==> config.mk <==
export PLATFORM = sky130hd
export DESIGN_NAME = rr_priority_arbiter_4
export DESIGN_NICKNAME = d
export VERILOG_FILES = /design/src/rtl/rr_priority_arbiter_4.sv
export SDC_FILE = /design/constraint.sdc
export NUM_CORES = 1
export LEC_CHECK = 0
export ABC_AREA = 1
export ABC_CLOCK_PERIOD_IN_PS = 2220
export CAP_MARGIN = 5
export CORE_MARGIN = 4
export CORE_UTILIZATION = 25
export DETAILED_ROUTE_END_ITERATION = 16
export HOLD_SLACK_MARGIN = 0.15
export REMOVE_ABC_BUFFERS = 1
export SYNTH_ARGS = -nofsm -noshare
export SYNTH_HDL_FRONTEND = slang
export SYNTH_SLANG_ARGS = --single-unit
==> constraint.sdc <==
create_clock -name clk -period 2.22 [get_ports clk]
set_input_delay 0.444 -clock clk [delete_from_list [all_inputs] [get_ports clk]]
set_output_delay 0.444 -clock clk [all_outputs]
set_load 0.05 [all_outputs]
==> src/rtl/rr_priority_arbiter_4.sv <==
// Four-way arbiter with fixed-priority or round-robin selection, grant hold and
// hold-timeout preemption. All outputs are registered.
module rr_priority_arbiter_4 #(
  parameter int MAX_HOLD = 8,
  parameter int CNT_W    = 4
) (
  input  logic       clk,
  input  logic       rst_n,
  input  logic [3:0] req,
  input  logic       mode_rr,
  output logic [3:0] gnt,
  output logic [1:0] gnt_id,
  output logic       gnt_valid,
  output logic       preempt
);

  typedef enum logic {IDLE, GRANT} state_t;

  state_t           state_q, state_d;
  logic [3:0]       gnt_q, gnt_d;
  logic [1:0]       gnt_id_q, gnt_id_d;
  logic             gnt_valid_q, gnt_valid_d;
  logic             preempt_q, preempt_d;
  logic [CNT_W-1:0] hold_cnt_q, hold_cnt_d;
  logic [1:0]       last_id_q, last_id_d;

  logic [3:0] others;
  logic       owner_req;
  logic       timeout;
  logic [2:0] win_all;
  logic [2:0] win_oth;
  logic       do_grant;
  logic [1:0] sel_id;

  // Returns {found, index}; RR searches from last+1 with last itself tried last.
  function automatic logic [2:0] pick(input logic [3:0] cand, input logic rr,
                                      input logic [1:0] last);
    logic [2:0] res;
    logic [1:0] idx;
    res = 3'b000;
    if (rr) begin
      for (int i = 4; i >= 1; i--) begin
        idx = last + 2'(i);
        if (cand[idx]) res = {1'b1, idx};
      end
    end else begin
      for (int i = 0; i < 4; i++) begin
        if (cand[i]) res = {1'b1, 2'(i)};
      end
    end
    return res;
  endfunction

  assign others    = req & ~gnt_q;
  assign owner_req = req[gnt_id_q];
  assign timeout   = (MAX_HOLD != 0) && (hold_cnt_q == CNT_W'(MAX_HOLD));
  assign win_all   = pick(req, mode_rr, last_id_q);
  assign win_oth   = pick(others, mode_rr, last_id_q);

  always_comb begin
    state_d     = state_q;
    gnt_d       = gnt_q;
    gnt_id_d    = gnt_id_q;
    gnt_valid_d = gnt_valid_q;
    preempt_d   = 1'b0;
    hold_cnt_d  = hold_cnt_q;
    last_id_d   = last_id_q;
    do_grant    = 1'b0;
    sel_id      = 2'd0;

    case (state_q)
      IDLE: begin
        if (win_all[2]) begin
          do_grant = 1'b1;
          sel_id   = win_all[1:0];
        end
      end
      GRANT: begin
        if (!owner_req) begin
          if (win_all[2]) begin
            do_grant = 1'b1;
            sel_id   = win_all[1:0];
          end else begin
            state_d     = IDLE;
            gnt_d       = 4'b0000;
            gnt_id_d    = 2'd0;
            gnt_valid_d = 1'b0;
            hold_cnt_d  = '0;
          end
        end else if (timeout && (others != 4'b0000)) begin
          do_grant  = 1'b1;
          sel_id    = win_oth[1:0];
          preempt_d = 1'b1;
        end else if (!timeout && (hold_cnt_q != '1)) begin
          hold_cnt_d = hold_cnt_q + 1'b1;
        end
      end
      default: state_d = IDLE;
    endcase

    if (do_grant) begin
      state_d     = GRANT;
      gnt_d       = 4'b0001 << sel_id;
      gnt_id_d    = sel_id;
      gnt_valid_d = 1'b1;
      hold_cnt_d  = CNT_W'(1);
      last_id_d   = sel_id;
    end
  end

  always_ff @(posedge clk or negedge rst_n) begin
    if (!rst_n) begin
      state_q     <= IDLE;
      gnt_q       <= 4'b0000;
      gnt_id_q    <= 2'd0;
      gnt_valid_q <= 1'b0;
      preempt_q   <= 1'b0;
      hold_cnt_q  <= '0;
      last_id_q   <= 2'd3;
    end else begin
      state_q     <= state_d;
      gnt_q       <= gnt_d;
      gnt_id_q    <= gnt_id_d;
      gnt_valid_q <= gnt_valid_d;
      preempt_q   <= preempt_d;
      hold_cnt_q  <= hold_cnt_d;
      last_id_q   <= last_id_d;
    end
  end

  assign gnt       = gnt_q;
  assign gnt_id    = gnt_id_q;
  assign gnt_valid = gnt_valid_q;
  assign preempt   = preempt_q;

endmodule

==> results.py, run 1 <==
metrics = {
    "power": {
        "power_density_mw_per_mm2": 1552,
        "total_leakage_power_nw": 0.7597,
        "power_w": 0.002311,
        "ir_worst_vdd_v": 0.0007349,
    },
    "drt": {
        "antenna_left": 0,
        "wirelength_microns": 2886,
        "wire_per_inst_microns": 10.73,
        "first_pass_iters": 4,
        "first_iter_violations": 40,
        "vias_per_cell": 4.286,
        "route.detailed.drc": 0,
        "dr_total_vias": 1153,
    },
    "min_path": {
        "hold_depth": 2,
        "min_delay_worst_endpoint": "gnt_valid",
        "holdCritStartpoint": "gnt_valid",
        "hp-class": "reg -> reg",
    },
    "clock_network": {
        "cts_sinks": 15,
        "worstSkewPairLatency_ns": 0.25,
        "ctsHtreeMaxLevel": 1,
        "clk_pin_slew_ns": 0.06,
        "cts-root-buf": "clkbuf_8",
        "numCtsBuffers": 3,
        "cts_hold_buf": 0,
        "cts_tree": "yes",
        "cts_resized": 0,
        "cts_setup_buffers": 0,
        "cts_buffer_depth": 2,
    },
    "grt": {
        "grt_pass1_wl_microns": 5230,
        "antenna_found_initial": 0,
        "grt.total_usage_pct": 10.72,
        "grt_max_degree": 17,
        "grt_pass1_vias": 1202,
        "gr-total-overflow": 0,
    },
    "placed_design": {
        "io_buffers": 14,
        "gp_congestion": 0.8392,
        "placed_area_sq_mm": 0.001444,
        "dpl.hpwl_microns": 2380,
    },
    "sta": {
        "finalClockSkew_ns": 0.002515,
        "tns_ns": 0,
        "timing.hold.ws_ns": 0.4928,
        "setup_violations": 0,
        "period_needed_ns": 1.992,
        "slew_headroom_pct": 55.81,
        "fmax_mhz": 502.1,
        "worst_pin_slew_ns": 0.6608,
        "period_share_pct": 89.72,
        "maxSlewViolCount": 0,
        "rsz0062_at_grt": "false",
        "hold_viol": 0,
    },
    "critical_path": {
        "critPathKind": "reg -> out",
        "regToRegSetupSlack_ns": 0.25,
        "end_kind": "output pin",
        "cp_top_family": "buffers and inverters",
        "cp_slowest_stage_delay_ns": 0.85,
        "cp_slowest_cell": "clkdlybuf4s50_1",
        "crit_path_max_fanout": 6,
        "critPathLaunchType": "register",
        "reg2reg_to": "gnt[1]",
        "crit_cells": 1,
        "cp.required_ns": 1.78,
        "path_cells": "clkdlybuf4s50_1",
        "crit_buf_inv": 1,
        "critPathArrivalTime_ns": 1.55,
        "r2r_cells": 10,
        "r2r-start": "last_id_q[0]",
        "cp-startpoint": "gnt_id[0]",
    },
    "run": {
        "drv_cap": 0,
    },
    "floorplanning": {
        "dieArea_sq_mm": 0.006033,
        "core_area_sq_mm": 0.004723,
        "rows": 25,
        "fp.dieW_microns": 77.68,
        "initial_utilization_pct": 25.70,
        "ioPinCount": 15,
        "die_h_microns": 77.68,
    },
    "synthesis": {
        "ys_warn_count": 0,
        "synth_cells": 181,
        "synth_area_sq_mm": 0.001214,
        "syn_avg_cell_area_sq_um": 6.705,
        "seq_area_frac_synth_pct": 31.13,
        "ys_seq_elements": 15,
        "yosysUniqueCellTypes": 28,
    },
    "layout": {
        "final_util_pct": 31.52,
        "final_area_sq_mm": 0.001489,
        "layout.nets": 212,
        "n_antenna_cell": 0,
        "synthToLayoutAreaGrowth_pct": 22.68,
        "drive_above_1_share_pct": 19.80,
        "fillers": 534,
    },
    "outcome": {
        "outcome": "finished, final reports clean",
    },
}
stage by stage:
step | cells | setup WS (ns)
floorplan | 177 | 0.4588
global placement | 265 | -0.003205
detailed placement | 265 | -0.03084
CTS | 269 | 0.2064
global route | 269 | 0.02036
finish | 269 | 0.2282
metal layers:
| layer | wire length (microns) | up-vias | global-route usage [%] |
|---|---|---|---|
| met3 | 78 | 4 | 1.740 |
| met2 | 1345 | 16 | 17.72 |
| li1 | - | 614 | - |
| met5 | 0 | - | 0 |
| met1 | 1401 | 519 | 13.54 |
| met4 | 61 | 0 | 4.982 |
flip-flops by register name, indices dropped and copies added, names as in the netlist:
register	flops
gnt	4
hold_cnt_q	4
gnt_id	2
last_id_q	2
gnt_valid	1
preempt	1
state_q	1
power breakdown:
group / switching, W / internal (W)
Sequential: 0.000160 / 0.000401
Clock: 0.0000932 / 0.000127
Combinational: 0.000984 / 0.000546
Total: 0.00124 / 0.00107
cell usage after synthesis, drive strengths merged:
| cell | n | share of area (%) |
|---|---|---|
| xnor2 | 1 | 0.72 |
| a31oi | 2 | 1.0 |
| ha | 2 | 2.1 |
| a21oi | 5 | 2.1 |
| nand4 | 3 | 1.5 |
| o211ai | 1 | 1.0 |
| nor2 | 14 | 4.9 |
| nand3 | 16 | 7.8 |
| dfstp | 2 | 4.3 |
| nand2 | 72 | 25 |
| nor3 | 1 | 0.41 |
| xor2 | 1 | 0.72 |
| inv | 29 | 9.0 |
| o21bai | 1 | 0.93 |
| dfrtp | 13 | 27 |
| a221oi | 1 | 0.72 |
| o21ai | 13 | 7.5 |
| buf | 4 | 3.8 |
worst register-to-register path: cells and delay by family, from the launching register on:
| family | cells | cell delay, ns |
|---|---|---|
| AND/OR/NAND/NOR | 8 | 0.74 |
| AO/OA/AOI/OAI | 1 | 0.05 |
| flip-flops | 1 | 0.75 |
| XOR/XNOR | 1 | 0.33 |
worst max-delay path by stage:
| stage | end |
|---|---|
| floorplan | gnt[1] |
| global placement | gnt[3] |
| detailed placement | gnt[1] |
| CTS | gnt_id[0] |
| global route | gnt_id[1] |
| finish | gnt_id[0] |
cells in the final DEF, fill, tap and decap left out:
master	netlist	routed
a21oi_1	5	5
a221oi_1	1	1
a31oi_1	2	2
buf_4	2	7
clkbuf_1	0	1
clkbuf_8	0	3
clkdlybuf4s50_1	0	14
dfrtp_1	13	13
dfstp_2	2	2
ha_1	2	2
inv_1	23	23
inv_2	6	6
nand2_1	63	63
nand2_2	8	8
nand2_4	1	1
nand3_1	13	13
nand3_2	3	3
nand4_1	3	3
nor2_1	11	11
nor2_2	3	3
nor3_1	1	1
o211ai_2	1	1
o21ai_0	4	4
o21ai_1	4	4
o21ai_2	4	4
o21ai_4	1	1
o21bai_2	1	1
xnor2_1	1	1
xor2_1	1	1
area by class of cell:
class,instances,area (sq um),share of cell area [%]
Inverter,29,108.9,7.311
Timing Repair Buffer,21,192.7,12.94
Clock buffer,4,45.04,3.025
Tap cell,67,83.83,5.630
Multi-Input combinational cell,133,680.7,45.71
Sequential cell,15,377.9,25.38
cell families after synthesis:
| group | count (synthesis) | synth area share [%] |
|---|---|---|
| compound gates | 23 | 13.30 |
| simple gates | 106 | 39.28 |
| flops | 15 | 31.13 |
| xor+xnor | 2 | 1.444 |
| buf+inv | 33 | 12.78 |
| fa+ha+maj | 2 | 2.062 |
(Power assumes the default switching activity.)
==> run 2: changes to the inputs <==
Settings changed: CELL_PAD_IN_SITES_DETAIL_PLACEMENT from default to 2, CELL_PAD_IN_SITES_GLOBAL_PLACEMENT from default to 2, CTS_BUF_LIST from default to sky130_fd_sc_hd__clkbuf_8, PLACE_DENSITY_LB_ADDON from default to 0.1.
==> run 2 against run 1 <==
Against the previous run:
- count of clock-buffer cells in the layout fell by 1
- total power grew 8.4%
- setup slack got worse by 0.077 ns
- largest power group unchanged
- fmax down 3.7%
- flip-flop and latch count unchanged
- final cell count increased by 2.2%
- critical path type is now in -> reg
- cell area increased by 4.0%
- critical path depth increased by 11
- combinational power grew 11%
==> results.py, run 2 (synthesis results as in run 1) <==
metrics = {
    "drt": {
        "vias_per_cell": 4.495,
        "wire_per_inst_microns": 14.59,
        "route.detailed.drc": 0,
        "dr_total_vias": 1236,
        "first_pass_iters": 4,
        "wirelength_microns": 4011,
        "antenna_left": 0,
        "first_iter_violations": 38,
    },
    "sta": {
        "worst_pin_slew_ns": 0.6827,
        "fmax_mhz": 483.4,
        "period_share_pct": 93.18,
        "setup_violations": 0,
        "period_needed_ns": 2.069,
        "rsz0062_at_grt": "false",
        "finalClockSkew_ns": 0.006138,
        "slew_headroom_pct": 54.34,
        "hold_viol": 0,
        "maxSlewViolCount": 0,
    },
    "critical_path": {
        "cp-startpoint": "req[2]",
        "cp_top_family": "buffers and inverters",
        "r2r-start": "last_id_q[0]",
        "critPathKind": "in -> reg",
        "crit_path_max_fanout": 5,
        "critPathLaunchType": "input port",
        "end_kind": "register",
        "crit_buf_inv": 4,
        "cp_slowest_stage_delay_ns": 0.50,
        "cp_slowest_cell": "clkdlybuf4s50_1",
        "path_cells": "clkdlybuf4s50_1 -> inv_2 -> o21ai_1 -> nand3_2 -> inv_1 -> nand2_2 -> nor2_1 -> nand2_1 -> nand2_2 -> inv_2 -> nand2_1 -> o21ai_2",
        "critPathArrivalTime_ns": 2.21,
        "cp.required_ns": 2.36,
    },
    "power": {
        "p_comb_share_pct": 68.0,
        "power_density_mw_per_mm2": 1617,
        "power_w": 0.002505,
        "power_frac_clock_pct": 8.8,
        "switching_share_pct": 54.57,
        "total_leakage_power_nw": 0.8009,
        "power.share.sequential_pct": 23.2,
        "ir_worst_vdd_v": 0.0006292,
        "p_int_w": 0.001138,
        "power_switching_w": 0.001367,
    },
    "grt": {
        "grt_pass1_vias": 1426,
        "grt_pass1_wl_microns": 7127,
        "grt.total_usage_pct": 14.69,
        "antenna_found_initial": 0,
        "grt_max_degree": 17,
        "gr-total-overflow": 0,
    },
    "clock_network": {
        "cts_buffer_depth": 2,
        "worstSkewPairLatency_ns": 0.25,
        "ctsHtreeMaxLevel": 1,
        "numCtsBuffers": 3,
        "clk_pin_slew_ns": 0.06,
        "cts_sinks": 15,
        "cts-root-buf": "clkbuf_8",
        "cts_tree": "yes",
    },
    "layout": {
        "layout.nets": 218,
        "fillers": 565,
        "synthToLayoutAreaGrowth_pct": 27.63,
        "final_common_cell": "nand2_1",
        "n_antenna_cell": 0,
        "final_area_sq_mm": 0.001549,
        "layout_common_cells": "nand2_1, inv_1",
        "drive_above_1_share_pct": 23.08,
    },
    "run": {
        "drv_cap": 0,
    },
    "placed_design": {
        "io_buffers": 14,
        "gp_congestion": 0.7516,
        "dpl.hpwl_microns": 3465,
        "placed_area_sq_mm": 0.001489,
    },
    "floorplanning": {
        "fp.dieW_microns": 77.68,
        "rows": 25,
        "core_area_sq_mm": 0.004723,
        "ioPinCount": 15,
        "initial_utilization_pct": 25.70,
        "die_h_microns": 77.68,
        "dieArea_sq_mm": 0.006033,
    },
    "outcome": {
        "outcome": "finished, final reports clean",
    },
    "min_path": {
        "hp-class": "reg -> reg",
        "holdCritStartpoint": "gnt_valid",
    },
}
==> run 2: layout make-up <==
cell class / count / area (sq um) / area share (%)
multi-input cells: 133 / 688.2 / 44.43
flip-flops and latches: 15 / 381.6 / 24.64
well taps: 67 / 83.83 / 5.412
repair buffers: 27 / 240.2 / 15.51
clock inverters: 1 / 5.005 / 0.3231
inverters: 29 / 108.9 / 7.027
clock buffers: 3 / 41.29 / 2.666
==> run 2: tightest hold or removal path, cell delays in order (launching register included) <==
cell,delay [ns]
dfrtp_1,0.35
nand2_1,0.06
nand2_1,0.05
==> run 2: power groups by stage <==
stage | Combinational, W | Clock (W) | Sequential [W]
after CTS | 0.00173 | 0.000231 | 0.000571
after global routing | 0.00193 | 0.000248 | 0.000607
after detailed placement | 0.00172 | 0 | 0.000575
final | 0.00170 | 0.000221 | 0.000581
after global placement | 0.00165 | 0 | 0.000568
after floorplan | 0.000955 | 0 | 0.000731
==> run 2: metrics by stage <==
step / hold slack, ns / instances / worst slack [ns] / utilization [%] / TNS, ns
after floorplan: 0.1484 / 177 / 0.4588 / - / 0
after global placement: 0.4604 / 271 / -0.1382 / 31.52 / -0.6374
after detailed placement: 0.4757 / 271 / -0.2144 / 31.52 / -1.414
after CTS: 0.4949 / 275 / 0.01399 / 32.50 / 0
after global routing: 0.5312 / 275 / 0.0009310 / 32.79 / 0
final: 0.4901 / 275 / 0.1513 / 32.79 / 0
==> run 2: metal layers <==
metal | share of wire, % | global-route usage (%) | wire length (microns)
met3 | 0.92 | 1.044 | 37
met1 | 46 | 18.39 | 1830
met4 | 0.60 | 2.669 | 24
met2 | 53 | 27.48 | 2119
met5 | 0 | 0 | 0
==> run 2: path summary, 6_finish.rpt <==
kind | endpoint | slack (ns) | cells after the start
worst max-delay path | gnt[1] | 0.15 | 12
min in group asynchronous | gnt_id[0] | 0.61 | 1
worst min register to register | gnt_valid | 0.49 | 2
worst max register to register | gnt[1] | 0.25 | 12
worst min-delay path | gnt_valid | 0.49 | 2
max in group asynchronous | gnt[0] | 1.17 | 1
==> run 2: repair_timing <==
action | CTS | global route
resized for setup | 0 | 3
endpoints found under the setup margin | 0 | 8
setup buffers | 0 | 0
hold buffers | 0 | 0
